<file path="src/rtl/arp_sequencer.sv">
`default_nettype none
// ============================================================================
//  Module   : arp_sequencer
//  Brief    : Arpeggiator note scheduler. Holds a chord table of DDS phase
//             increments and steps through it in UP / DOWN / UP-DOWN / RANDOM
//             order, advancing once every note_dur sample ticks.
//  Options  : define ARP_GATE_EN to add the gate_len input and gate output
//             (staccato gating of delta within each step).
//  Revision : 1.0 - initial release
// ============================================================================
module arp_sequencer #(
   parameter int PHASE_WIDTH = 32,
   parameter int MAX_NOTES   = 4,
   parameter int DUR_WIDTH   = 16
) (
   input  logic                         clk,
   input  logic                         rst,
   input  logic                         sample_tick,
   input  logic                         run,
   input  logic [1:0]                   pattern,
   input  logic [$clog2(MAX_NOTES):0]   num_notes,
   input  logic [DUR_WIDTH-1:0]         note_dur,
   input  logic                         wr_en,
   input  logic [$clog2(MAX_NOTES)-1:0] wr_addr,
   input  logic [PHASE_WIDTH-1:0]       wr_delta,
`ifdef ARP_GATE_EN
   input  logic [DUR_WIDTH-1:0]         gate_len,
   output logic                         gate,
`endif
   output logic [PHASE_WIDTH-1:0]       delta,
   output logic [$clog2(MAX_NOTES)-1:0] note_index,
   output logic                         step_strobe
);

   localparam int AW = $clog2(MAX_NOTES);
   localparam int NW = AW + 1;

   localparam logic [1:0] PAT_UP     = 2'd0;
   localparam logic [1:0] PAT_DOWN   = 2'd1;
   localparam logic [1:0] PAT_UPDOWN = 2'd2;
   localparam logic [1:0] PAT_RANDOM = 2'd3;

   localparam logic [15:0] LFSR_SEED = 16'hACE1;

   typedef enum logic [0:0] {
      IDLE = 1'b0,
      PLAY = 1'b1
   } state_t;

   state_t                  state;
   logic [PHASE_WIDTH-1:0]  chord [MAX_NOTES];
   logic [DUR_WIDTH-1:0]    cnt;
   logic [15:0]             lfsr;
   logic                    dir_up;

   logic [NW-1:0]           num_eff;
   logic [AW-1:0]           last_idx;
   logic [DUR_WIDTH-1:0]    dur_m1;
   logic                    step_due;
   logic [15:0]             lfsr_next;
   logic [15:0]             rand_div;
   logic [AW-1:0]           rand_idx;
   logic                    in_range;
   logic [AW-1:0]           next_idx;
   logic                    next_dir_up;
   logic [AW-1:0]           first_idx;
   logic [AW-1:0]           load_idx;
   logic [PHASE_WIDTH-1:0]  load_val;
`ifdef ARP_GATE_EN
   logic                    gate_closes;
`endif

   // Derived controls: clamped note count, step boundary, next index per pattern
   always_comb begin
      num_eff     = (num_notes > NW'(MAX_NOTES)) ? NW'(MAX_NOTES) : num_notes;
      last_idx    = AW'(num_eff - 1'b1);
      dur_m1      = (note_dur == '0) ? '0 : (note_dur - 1'b1);
      step_due    = sample_tick && (cnt >= dur_m1);
      lfsr_next   = {lfsr[0] ^ lfsr[2] ^ lfsr[3] ^ lfsr[5], lfsr[15:1]};
      rand_div    = (num_eff == '0) ? 16'd1 : 16'(num_eff);
      rand_idx    = AW'(lfsr_next % rand_div);
      in_range    = ({1'b0, note_index} < num_eff);
      next_idx    = '0;
      next_dir_up = dir_up;

      case (pattern)
         PAT_UP: begin
            if (in_range && (note_index != last_idx))
               next_idx = AW'(note_index + 1'b1);
         end
         PAT_DOWN: begin
            if (!in_range || (note_index == '0))
               next_idx = last_idx;
            else
               next_idx = AW'(note_index - 1'b1);
         end
         PAT_UPDOWN: begin
            // Bounce without repeating endpoints; a lone note stays at 0
            if (!in_range || (num_eff == NW'(1))) begin
               next_idx    = '0;
               next_dir_up = 1'b1;
            end else if (dir_up) begin
               if (note_index == last_idx) begin
                  next_idx    = AW'(note_index - 1'b1);
                  next_dir_up = 1'b0;
               end else begin
                  next_idx    = AW'(note_index + 1'b1);
               end
            end else begin
               if (note_index == '0) begin
                  next_idx    = AW'(1);
                  next_dir_up = 1'b1;
               end else begin
                  next_idx    = AW'(note_index - 1'b1);
               end
            end
         end
         default: begin
            next_idx = rand_idx;
         end
      endcase

      first_idx = (pattern == PAT_DOWN) ? last_idx : '0;
      load_idx  = (state == IDLE) ? first_idx : next_idx;
      // Write-first: a write to the slot being loaded wins over the stored value
      load_val  = (wr_en && (wr_addr == load_idx)) ? wr_delta : chord[load_idx];
`ifdef ARP_GATE_EN
      gate_closes = (gate_len != '0) && (gate_len <= dur_m1) &&
                    (DUR_WIDTH'(cnt + 1'b1) >= gate_len);
`endif
   end

   // Chord table storage, writable in any state
   always_ff @(posedge clk) begin
      if (rst) begin
         for (int i = 0; i < MAX_NOTES; i++)
            chord[i] <= '0;
      end else if (wr_en && (32'(wr_addr) < MAX_NOTES)) begin
         chord[wr_addr] <= wr_delta;
      end
   end

   // Sequencer FSM with registered outputs
   always_ff @(posedge clk) begin
      if (rst) begin
         state       <= IDLE;
         delta       <= '0;
         note_index  <= '0;
         step_strobe <= 1'b0;
         cnt         <= '0;
         lfsr        <= LFSR_SEED;
         dir_up      <= 1'b1;
`ifdef ARP_GATE_EN
         gate        <= 1'b0;
`endif
      end else begin
         step_strobe <= 1'b0;
         case (state)
            IDLE: begin
               delta      <= '0;
               note_index <= '0;
               cnt        <= '0;
`ifdef ARP_GATE_EN
               gate       <= 1'b0;
`endif
               if (run && (num_eff != '0)) begin
                  state       <= PLAY;
                  delta       <= load_val;
                  note_index  <= load_idx;
                  step_strobe <= 1'b1;
                  dir_up      <= 1'b1;
`ifdef ARP_GATE_EN
                  gate        <= 1'b1;
`endif
               end
            end
            PLAY: begin
               if (!run || (num_eff == '0)) begin
                  state      <= IDLE;
                  delta      <= '0;
                  note_index <= '0;
                  cnt        <= '0;
`ifdef ARP_GATE_EN
                  gate       <= 1'b0;
`endif
               end else if (sample_tick) begin
                  if (step_due) begin
                     cnt         <= '0;
                     delta       <= load_val;
                     note_index  <= load_idx;
                     step_strobe <= 1'b1;
                     dir_up      <= next_dir_up;
                     if (pattern == PAT_RANDOM)
                        lfsr <= lfsr_next;
`ifdef ARP_GATE_EN
                     gate        <= 1'b1;
`endif
                  end else begin
                     cnt <= cnt + 1'b1;
`ifdef ARP_GATE_EN
                     if (gate_closes) begin
                        delta <= '0;
                        gate  <= 1'b0;
                     end
`endif
                  end
               end
            end
            default: state <= IDLE;
         endcase
      end
   end

endmodule
`default_nettype wire
</file>
<file path="config.mk">
export PLATFORM = sky130hd
export DESIGN_NAME = arp_sequencer
export DESIGN_NICKNAME = d
export VERILOG_FILES = /design/src/rtl/arp_sequencer.sv
export SDC_FILE = /design/constraint.sdc
export NUM_CORES = 1
export LEC_CHECK = 0
export CORE_MARGIN = 10
export CORE_UTILIZATION = 45
export CTS_CLUSTER_DIAMETER = 50
export CTS_CLUSTER_SIZE = 12
export DETAILED_ROUTE_END_ITERATION = 10
export DONT_BUFFER_PORTS = 1
export GPL_ROUTABILITY_DRIVEN = 0
export PLACE_DENSITY_LB_ADDON = 0.1
export SYNTH_ARGS = -nofsm -noshare
export SYNTH_HDL_FRONTEND = slang
export SYNTH_SLANG_ARGS = --single-unit
</file>
<file path="constraint.sdc">
create_clock -name clk -period 69.8 [get_ports clk]
set_input_delay 17.45 -clock clk [delete_from_list [all_inputs] [get_ports clk]]
set_output_delay 17.45 -clock clk [all_outputs]
set_load 0.005 [all_outputs]
</file>
* Yosys cells after proc, flatten, opt, wreduce, memory -nomap -nowiden
Memories as Yosys holds them, arrays and structs flattened. Index checks and enable logic that the tools add are counted.
Word-level totals: output and inout port bits 35, memory bits (writable) 128, logic and storage cells 106, input bits 60, register bits after elaboration 69, memories 1
Operators by class: order comparisons 3, eq/ne operators 14, div/mod/pow operators 1, muxes and demuxes 52, reductions and logical operators 18, bitwise gates (word level) 5, $add $sub $neg 5
Memories:
- chord | depth 4, width 32, read ports 1, clocked after Yosys merged registers in 0, wr ports 4, line 51 | logic [PHASE_WIDTH-1:0] chord [MAX_NOTES];
Operators with widths (number):
- $mux 32 | 6
- $mux 16 | 4
- $pmux 32 s2 | 1
- $pmux 16 s2 | 1
- $reduce_or 32->1 | 1
- $mux 2 | 13
- $mux 1 | 20
- $add 16x1->16 const B | 1
- $ge 16x16->1 | 1
- $logic_not 16->1 | 1
- $mod 16x16->16 | 1
- $sub 16x1->16 const B | 1
- $reduce_and 5->1 | 2
- $mux 3 | 2
- $ne 2x1->1 const B | 3
- $pmux 1 s2 | 3
- $pmux 2 s3 | 1
- $eq 2x2->1 | 2
- $eq 2x2->1 const B | 2
- $logic_and 1x1->1 | 4
- $logic_not 2->1 | 2
- $ne 2x2->1 const B | 2
- $pmux 2 s2 | 1
- $sub 2x1->2 const B | 2
- 15 further kinds | 21

* Longest topological paths before layout
Gate-level depths: netlist (run 1).
depth in word-level cells 16, depth in mapped cells 148, gate-level depth less buffers 140

* Worst setup path before layout (run 1)
OpenSTA, ideal clock, no wires.
kind input-to-reg, from input port num_notes[2], to register delta[0], buffers on the path 6, library setup time 0.079 ns, required time 69.721 ns, slack 26.709 ns, stages 131, data arrival time 43.012 ns, cells stage by stage buf_2 > inv_1 > nand2_1 > ha_1 > nor2_1 > nor2_1 > inv_1 > ha_1 > a22oi_1 > ha_1 > a211o_1 > o211ai_1 > inv_1 > ha_1 > o21a_1 > o32ai_1 > ha_1 > o21a_1 > (+95 left out) > and4b_1 > nand2_1 > mux2_2 > inv_1 > ha_1 > nand2_1 > nand2_1 > a21oi_1 > and3_1 > o2111ai_1 > nor4b_4 > o31ai_4 > a211oi_1 > mux2i_1 > o21ai_1 > buf_2 > mux2_2 > o211ai_1
On the way: word-level cells in the longest chain between the ends 16, elaborated cells on any way between the ends 37, classes of those cells add/sub: 1; div: 1; order compare: 2; eq/ne: 6; mux: 16; reduce/logical: 10; memory: 1
RTL lines:
- start: declaration | line 21 | input logic [$clog2(MAX_NOTES):0] num_notes,
- $gt 3x3->1 | line 75 | num_eff = (num_notes > NW'(MAX_NOTES)) ? NW'(MAX_NOTES) : num_notes;
- $mux 3 (*) | line 75
- parallel branches: the longest is 14 deep, another holds $mem_v2 4x32
- end signal: assignment | line 168 | delta <= load_val;
- end signal: assignment | line 189 | delta <= load_val;
- end: declaration | line 30 | output logic [PHASE_WIDTH-1:0] delta,
Mark *: on every way between the ends. The select of a mux whose other input is x is not followed. A chain may end at the register's enable or synchronous reset.

* Worst setup path after layout (run 1)
from input port num_notes[2], to register delta[12]
The elaborated chain is that of the path after synthesis.

==> run_results.csv, run 1 <==
group,metric,value,unit
status,status,"completed",
timing,setup_violations,0,
layout,finalNetCount,1655,
timing,worst_pin_slew,1.115,ns
clocking,cts-buffers-inserted,17,
critical_path,critical_path_class,"in2reg",
placed_design,place_worst_setup_slack,22.25,ns
clocking,ctsHoldBuffers,0,
layout,area.growth.synth_to_final,6.785,%
routing,drc,0,
critical_path,cp_data_arrival_time,47.63,ns
die,num_io_pins,95,
yosys,netlist_area,14480,um^2
routing,num_vias,11610,
clocking,clkSinkCount,197,
yosys,async_flop_share,0,%
worst_hold_path,hp-class,"reg2reg",
global_route,grt.overflow.total,0,
layout,multi_input_area,8840,um^2
clocking,cts.path.max_buffers,2,
yosys,synth_top_area_share,26.55,%
yosys,ys.flop_type,"edfxtp_1",
routing,drtPass1Iterations,4,
timing,post-route-period-util,67.70,%
clocking,cts_setup_buffers,0,
yosys,yosys_warnings,0,
timing,rsz0062_at_grt,"no",
clocking,cts_tree,"built",
layout,fill_cells,2978,
clocking,clock_latency,0.45,ns
critical_path,worstSetupEndpointType,"register",
clocking,path_clk_slew,0.09,ns
placed_design,hpwl,27140,um
routing,avgViaCountPerCell,5.988,
layout,regArea,5225,um^2
critical_path,path_buf_inv,10,
global_route,grt_pass1_wl,61690,um
routing,wl_per_cell,19.85,um
layout,num_antenna_cells,0,
placed_design,io_buffers,0,
die,std_cell_rows,65,
critical_path,crit_top_cell,"ha_1",
critical_path,required,70.18,ns
timing,slew_headroom,24.71,%
routing,wl,38480,um
timing,skew,0.02131,ns
yosys,synth_nets,1693,
yosys,synthTopCellsByArea,"edfxtp_1 27%, dfxtp_1 9.5%, mux2i_1 6.3%",
timing,setup_tns,0,ns
routing,drtIter0Drc,705,
global_route,use_met3,2.775,%
yosys,synth_edf_count,128,
yosys,synth.avg_cell_area,9.267,um^2
layout,fin_util,48.86,%
die,start_util,45.75,%
critical_path,startpoint_type,"input pin",
yosys,synth_seq_cells,197,
clocking,cts_resized,0,
global_route,met1_usage,25.51,%
timing,slew_viol_final,0,
die,dieHeight,199.4,um
job,drv_cap,0,
yosys,synth_cell_type_count,107,
yosys,synth_area_leader_cell,"edfxtp_1",
timing,fin_ws,22.54,ns
critical_path,critPathMaxFanout,46,
timing,fmax,21.16,MHz
timing,hold_viol,0,
global_route,antenna_found_initial,0,
critical_path,crit_slowest_cell,"buf_4",
global_route,track_usage,19.23,%
die,core,31640,um^2
global_route,grt_pass1_vias,11420,
timing,period_minus_slack,47.26,ns
global_route,grt_use_met2,32.17,%
clocking,htreeDepth,4,
critical_path,crit_family,"simple AND/OR/NAND/NOR gates",
layout,drive_gt1_share,10.08,%
global_route,grt-busiest-layer,"met2",
die,die_area,39740,um^2
routing,ant_nets,0,
clocking,cts-root-buf,"clkbuf_16",
die,die_w,199.4,um
yosys,ys_seq_area_share,36.10,%
critical_path,cp_slowest_stage_delay,0.70,ns
global_route,grt_max_degree,47,
yosys,synthCells,1562,
synthesized netlist by cell type, types with 5 or more instances:
library cell	instances
nand3b_1	5
xnor2_1	30
a21oi_1	60
nor2_1	120
buf_6	8
a31oi_1	10
nor3b_1	6
or4_1	6
o211ai_1	44
mux2i_1	91
dfxtp_1	69
and2_1	139
nand2_1	144
o21ai_1	11
and3_1	11
nand4_1	41
inv_1	32
nand2b_1	31
nand3_1	37
edfxtp_1	128
or3_1	9
a21o_1	15
o31ai_1	5
xor2_1	26
nor4_1	10
a211oi_1	8
or2_2	16
buf_2	10
o21ai_0	42
nor2b_1	21
o21a_1	24
clkbuf_1	52
ha_1	70
nor3_1	53
mux2_2	40
a211o_1	6
kinds of logic (layout without fill, tap and decap cells):
| family | after synthesis | after routing | share of synthesized area [%] |
|---|---|---|---|
| and+or+nand+nor | 675 | 675 | 24.57 |
| AOI/OAI and AO/OA | 324 | 324 | 16.80 |
| DFF | 197 | 197 | 36.10 |
| muxes | 133 | 133 | 9.612 |
| buffers and inverters | 105 | 80 | 3.276 |
| adders and majority gates | 72 | 72 | 6.258 |
| xor gates and xnor gates | 56 | 56 | 3.388 |
metal layers:
layer  share of wire (%)  routed length (um)  vias to the layer above
met5                   0                   0                        -
met1                  47               17990                     5602
met4                 1.2                 476                        0
li1                    -                   -                     5720
met2                  47               18160                      254
met3                 4.8                1854                       35
metrics by stage:
step                instances  instance area, um^2  hold slack (ns)
global route             1939                15460           0.5201
detailed placement       1907                14810           0.4879
global placement         1907                14810           0.4759
floorplan                1562                14480           0.4637
finish                   1939                15460           0.4978
CTS                      1939                15460           0.5060
layout by cell type (no fill, tap or decap), drive strengths merged, types with 5 or more instances in the layout:
cell,synthesis,layout
ha,70,70
o31ai,7,7
nand2,145,145
nand3b,5,5
nor3b,6,6
nand2b,31,31
a31oi,12,12
o21a,24,24
and2,140,140
a21oi,62,62
mux2,42,42
dfxtp,69,69
buf,21,16
o21ai,55,55
nand4,42,42
a211oi,13,13
o211ai,46,46
clkbuf,52,17
o211a,5,5
or4,7,7
nor3,54,54
a31o,6,6
and3,11,11
mux2i,91,91
edfxtp,128,128
nor2,120,120
a311oi,5,5
or3,9,9
nor2b,22,22
inv,32,44
o32ai,6,6
or2,21,21
nand3,37,37
a21boi,6,6
xnor2,30,30
a21o,15,15
nor4,11,11
a2111oi,6,6
a211o,6,6
xor2,26,26
worst reg2reg max path, delay by kind of cell, from the launching register on:
| family | cells | cell delay, ns |
|---|---|---|
| adder cells (fa/ha/maj) | 16 | 5.12 |
| XOR/XNOR | 2 | 0.57 |
| multiplexers | 6 | 2.00 |
| AO/OA/AOI/OAI | 49 | 9.83 |
| flip-flops | 1 | 0.45 |
| AND/OR/NAND/NOR | 47 | 10.47 |
| buffers and inverters | 8 | 1.57 |
sequential cells by signal, indices dropped and copies added, names as in the netlist:
name / flops
step_strobe: 1
delta: 32
dir_up: 1
chord: 128
lfsr: 16
state: 1
note_index: 2
cnt: 16
final timing paths:
| kind | cells after the start | start | to | slack (ns) |
|---|---|---|---|---|
| worst max-delay path | 132 | num_notes[2] | delta[12] | 22.54 |
| worst min-delay path | 2 | delta[25] | delta[25] | 0.50 |
| worst max register to register | 128 | lfsr[5] | delta[12] | 39.70 |
| worst min register to register | 2 | delta[25] | delta[25] | 0.50 |
final cells by class:
class	count	share of cell area, %
multi-input combinational	1260	57.19
tap	402	3.254
inverter	32	0.7771
timing repair buffer	16	0.7771
sequential	197	33.80
clock buffer	17	2.752
clock inverter	15	1.449
Power of run 1 is left out: the tool's default activity adds up to more than one toggle a clock period on the data nets, which glitch-free logic cannot reach.
==> run 2, diff against run 1 <==
ABC_AREA = 1   (was not set)
clock period = 45.7 ns   (was 69.8 ns; I/O delays follow)
==> run_results.csv, run 2 <==
group,metric,value,unit
timing,rsz0062_at_grt,"no",
routing,ant_nets,0,
timing,slew_viol_final,0,
global_route,antenna_found_initial,2,
worst_hold_path,min_from,"delta[13]",
routing,drc,0,
yosys,synth_seq_cells,197,
timing,period_minus_slack,37.07,ns
critical_path,worstReg2RegStart,"lfsr[5]",
critical_path,critPathMaxFanout,35,
critical_path,crit_slowest_cell,"inv_2",
global_route,grt.overflow.total,0,
die,die_w,200.0,um
yosys,synth_commonest_cells,"465 x nand2_1, 298 x nand3_1, 254 x nor2_1",
layout,final_cell_mix,"464 x nand2_1, 297 x nand3_1, 253 x nor2_1",
die,die_area,39980,um^2
timing,post-route-period-util,81.12,%
die,core,31720,um^2
yosys,yosysMostFrequentCell,"nand2_1",
placed_design,hpwl,27640,um
critical_path,cp_slowest_stage_delay,0.64,ns
yosys,async_flop_share,0,%
status,status,"completed",
critical_path,crit_top_cell,"nand2_1",
critical_path,worstSetupEndpointType,"register",
global_route,grt_max_degree,68,
yosys,synth_edf_count,128,
timing,setup_tns,0,ns
clocking,path_clk_slew,0.08,ns
yosys,synthTopCellsByArea,"edfxtp_1 26%, nand2_1 12%, nand3_1 10%",
critical_path,cp_data_arrival_time,37.44,ns
die,std_cell_rows,65,
layout,finalNetCount,2119,
clocking,htreeDepth,4,
layout,regMostFlops,"chord",
yosys,synth_area_leader_cell,"edfxtp_1",
clocking,cts_setup_buffers,0,
job,drv_cap,0,
global_route,track_usage,19.87,%
clocking,ctsHoldBuffers,0,
layout,regArea,5225,um^2
clocking,cts_tree,"built",
timing,hold_viol,0,
worst_hold_path,hold_end,"delta[13]",
critical_path,r2r_cells,162,
layout,multi_input_area,7988,um^2
yosys,synth_top_area_share,26.38,%
layout,largest_reg_flops,128,
yosys,synth_cell_type_count,55,
timing,fin_ws,8.627,ns
clocking,cts-root-buf,"clkbuf_16",
clocking,cts.path.max_buffers,2,
global_route,grt_pass1_wl,64250,um
timing,worst_pin_slew,0.9388,ns
critical_path,required,46.07,ns
clocking,clkSinkCount,197,
worst_hold_path,hp-class,"reg2reg",
routing,wl,39720,um
yosys,synthCells,2031,
layout,final_common_cell,"nand2_1",
clocking,cts-buffers-inserted,17,
layout,reg.largest.list,"chord x128, delta x32",
clocking,cts_resized,0,
yosys,yosys_warnings,0,
die,start_util,45.94,%
routing,drtIter0Drc,880,
yosys,ys.flop_type,"edfxtp_1",
clocking,clock_latency,0.45,ns
timing,slew_headroom,37.27,%
yosys,synth.avg_cell_area,7.175,um^2
placed_design,place_worst_setup_slack,8.264,ns
worst_hold_path,hold_depth,2,
placed_design,io_buffers,0,
timing,setup_violations,0,
routing,avgViaCountPerCell,5.362,
critical_path,r2r_slack,20.01,ns
yosys,netlist_area,14570,um^2
layout,area.growth.synth_to_final,6.173,%
die,num_io_pins,95,
routing,wl_per_cell,16.52,um
routing,drtPass1Iterations,7,
critical_path,critical_path_class,"in2reg",
layout,drive_gt1_share,8.546,%
routing,num_vias,12890,
yosys,ys_seq_area_share,35.85,%
die,dieHeight,200.0,um
critical_path,startpoint_type,"input pin",
global_route,grt_pass1_vias,12460,
critical_path,r2r-end,"delta[24]",
layout,fill_cells,3158,
timing,skew,0.02036,ns
timing,fmax,26.97,MHz
yosys,synth_nets,2162,
-- run 2: logic make-up after synthesis --
logic type	Yosys count	share of synthesized area (%)
compound gates	176	6.878
flops	197	35.85
simple gates	1199	38.65
xor+xnor	49	2.945
fa+ha+maj	71	6.148
buf+inv	339	9.530
-- run 2: worst max-delay path: cells and delay by family --
kind,cells,cell delay (ns)
buffers and inverters,31,3.98
adders and majority gates,17,5.21
and+or+nand+nor,83,10.62
AOI/OAI and AO/OA,33,6.04
-- run 2: worst max path at each step --
| stage | cells past startpoint | to | slack, ns | startpoint |
|---|---|---|---|---|
| floorplan | 169 | delta[14] | 12.76 | num_notes[1] |
| global placement | 165 | delta[19] | 9.36 | num_notes[0] |
| detailed placement | 164 | delta[19] | 8.26 | num_notes[0] |
| CTS | 164 | delta[19] | 8.68 | num_notes[0] |
| global route | 166 | delta[24] | 5.63 | num_notes[0] |
| finish | 164 | delta[24] | 8.63 | num_notes[0] |
-- run 2: routing by layer --
metal | up-vias | GRT usage, % | wire (um)
li1 | 6596 | - | -
met1 | 5972 | 26.06 | 18490
met2 | 270 | 33.51 | 18660
met3 | 51 | 3.332 | 1962
met4 | 2 | 4.487 | 591
met5 | - | 0 | 18
-- run 2: through the flow --
stage | hold slack, ns | area, um^2 | instances | util [%]
detailed placement | 0.4786 | 14820 | 2371 | 46.73
global placement | 0.4754 | 14820 | 2371 | 46.73
floorplan | 0.4585 | 14570 | 2031 | -
CTS | 0.4914 | 15470 | 2403 | 48.77
global route | 0.5098 | 15470 | 2404 | 48.78
finish | 0.4851 | 15470 | 2404 | 48.78
-- run 2: cell type report --
cell class	instances	area share, %
multi-input cells	1495	51.63
flip-flops and latches	197	33.77
inverters	259	6.283
well taps	402	3.251
clock buffers	17	2.749
clock inverters	15	1.431
repair buffers	18	0.8734
diodes	1	0.01617
Power of run 2 is left out for the same reason.
==> run 3, diff against run 2 <==
ABC_AREA = 0   (was 1)
clock period = 31.4 ns   (was 45.7 ns; I/O delays follow)
==> run_results.csv, run 3 (synthesized netlist as in run 1, its figures left out) <==
group,metric,value,unit
critical_path,startpoint_type,"input pin",
global_route,grt_use_met2,33.22,%
clocking,clock_latency,0.44,ns
critical_path,cp_slowest_stage_delay,0.52,ns
routing,avgViaCountPerCell,5.941,
clocking,htreeDepth,4,
clocking,cts.path.max_buffers,2,
global_route,grt_pass1_vias,11360,
die,dieHeight,199.4,um
critical_path,crit_slowest_cell,"or4_4",
timing,slew_viol_final,0,
worst_hold_path,hp-class,"reg2reg",
routing,ant_nets,0,
clocking,cts-root-buf,"clkbuf_16",
layout,regMostFlops,"chord",
layout,area.growth.synth_to_final,19.86,%
routing,num_vias,12330,
clocking,cts-buffers-inserted,17,
placed_design,hpwl,27910,um
die,std_cell_rows,65,
die,core,31640,um^2
routing,drc,0,
timing,skew,0.01584,ns
critical_path,cp_data_arrival_time,30.63,ns
global_route,grt_pass1_wl,62220,um
critical_path,required,31.76,ns
critical_path,critical_path_class,"in2reg",
global_route,antenna_found_initial,0,
job,drv_cap,0,
global_route,use_met3,2.624,%
die,die_area,39740,um^2
critical_path,worstSetupEndpointType,"register",
layout,final_cell_mix,"136 x and2_1, 136 x buf_4, 132 x nand2_1",
clocking,ctsHoldBuffers,0,
die,num_io_pins,95,
layout,largest_reg_flops,128,
placed_design,io_buffers,0,
layout,drive_gt1_share,23.79,%
die,start_util,45.75,%
routing,wl,41590,um
layout,num_antenna_cells,0,
timing,slew_headroom,30.61,%
global_route,grt_max_degree,35,
global_route,grt.overflow.total,0,
clocking,clkSinkCount,197,
global_route,grt-busiest-layer,"met2",
global_route,track_usage,19.51,%
layout,fin_util,54.84,%
timing,hold_viol,0,
worst_hold_path,hold_depth,2,
layout,reg.largest.list,"chord x128, delta x32",
clocking,cts_tree,"built",
status,status,"completed",
timing,fmax,33.03,MHz
critical_path,r2r_cells,129,
routing,drtPass1Iterations,5,
timing,worst_pin_slew,1.030,ns
clocking,path_clk_slew,0.08,ns
timing,post-route-period-util,96.41,%
timing,period_minus_slack,30.27,ns
global_route,met1_usage,25.64,%
routing,wl_per_cell,20.05,um
layout,finalNetCount,1791,
critical_path,critPathMaxFanout,10,
routing,drtIter0Drc,768,
die,die_w,199.4,um
timing,setup_violations,0,
==> run 3: cell types whose count changed in the layout (fill, tap and decap cells not counted), sizes merged, moves of 31 or more <==
cell    before  now
and2         6  140
mux2         0   42
nor3        18   54
nand2      500  145
o211ai       9   46
nand3      323   37
mux2i        0   91
nand2b       0   31
nor2       274  120
inv        264   42
buf         18  148
==> run 3: through the flow <==
stage          instances  cell area [um^2]  setup WS, ns  TNS, ns  hold WS [ns]
6_report            2075             17350         1.127        0        0.5011
5_1_grt             2075             17350       -0.2496   -7.008        0.5232
4_1_cts             2008             16220       0.01693        0        0.5069
3_5_place_dp        1971             15530       -0.8058   -25.56        0.4856
3_3_place_gp        1971             15530       -0.2248   -6.251        0.4810
2_1_floorplan       1562             14760      0.001343        0        0.4637
==> run 3: critical path: cells and delay by family <==
| family | cells | cell delay [ns] |
|---|---|---|
| multiplexers | 6 | 1.70 |
| adder cells (fa/ha/maj) | 17 | 4.50 |
| AND/OR/NAND/NOR | 56 | 8.57 |
| AO/OA/AOI/OAI | 43 | 6.79 |
| buffers and inverters | 10 | 1.16 |
==> run 3: path summary, 6_finish.rpt <==
check / from / endpoint / slack [ns]
worst min-delay path: delta[16] / delta[16] / 0.50
worst min register to register: delta[16] / delta[16] / 0.50
worst max-delay path: num_notes[2] / delta[22] / 1.13
worst max register to register: lfsr[3] / delta[22] / 7.81
==> run 3: what timing repair did <==
action                                  CTS  global route
cloned                                    1             4
gates resized for setup                   6           111
buffers inserted                          4            63
pin swaps                                 3            81
endpoints found under the setup margin   34            34
==> run 3: routing by layer <==
layer / up-vias / wire length, um
met5: - / 0
met3: 37 / 1834
met1: 5991 / 19160
met4: 0 / 528
li1: 5992 / -
met2: 308 / 20070
==> run 3: cell type report <==
class / count / area, um^2
clock buffer: 17 / 425.4
clock inverter: 15 / 182.7
fill: 2824 / 14290
inverter: 32 / 126.4
multi-input combinational: 1260 / 9565
sequential: 197 / 5225
tap: 402 / 503.0
timing repair buffer: 152 / 1323
Power of run 3 is left out for the same reason.
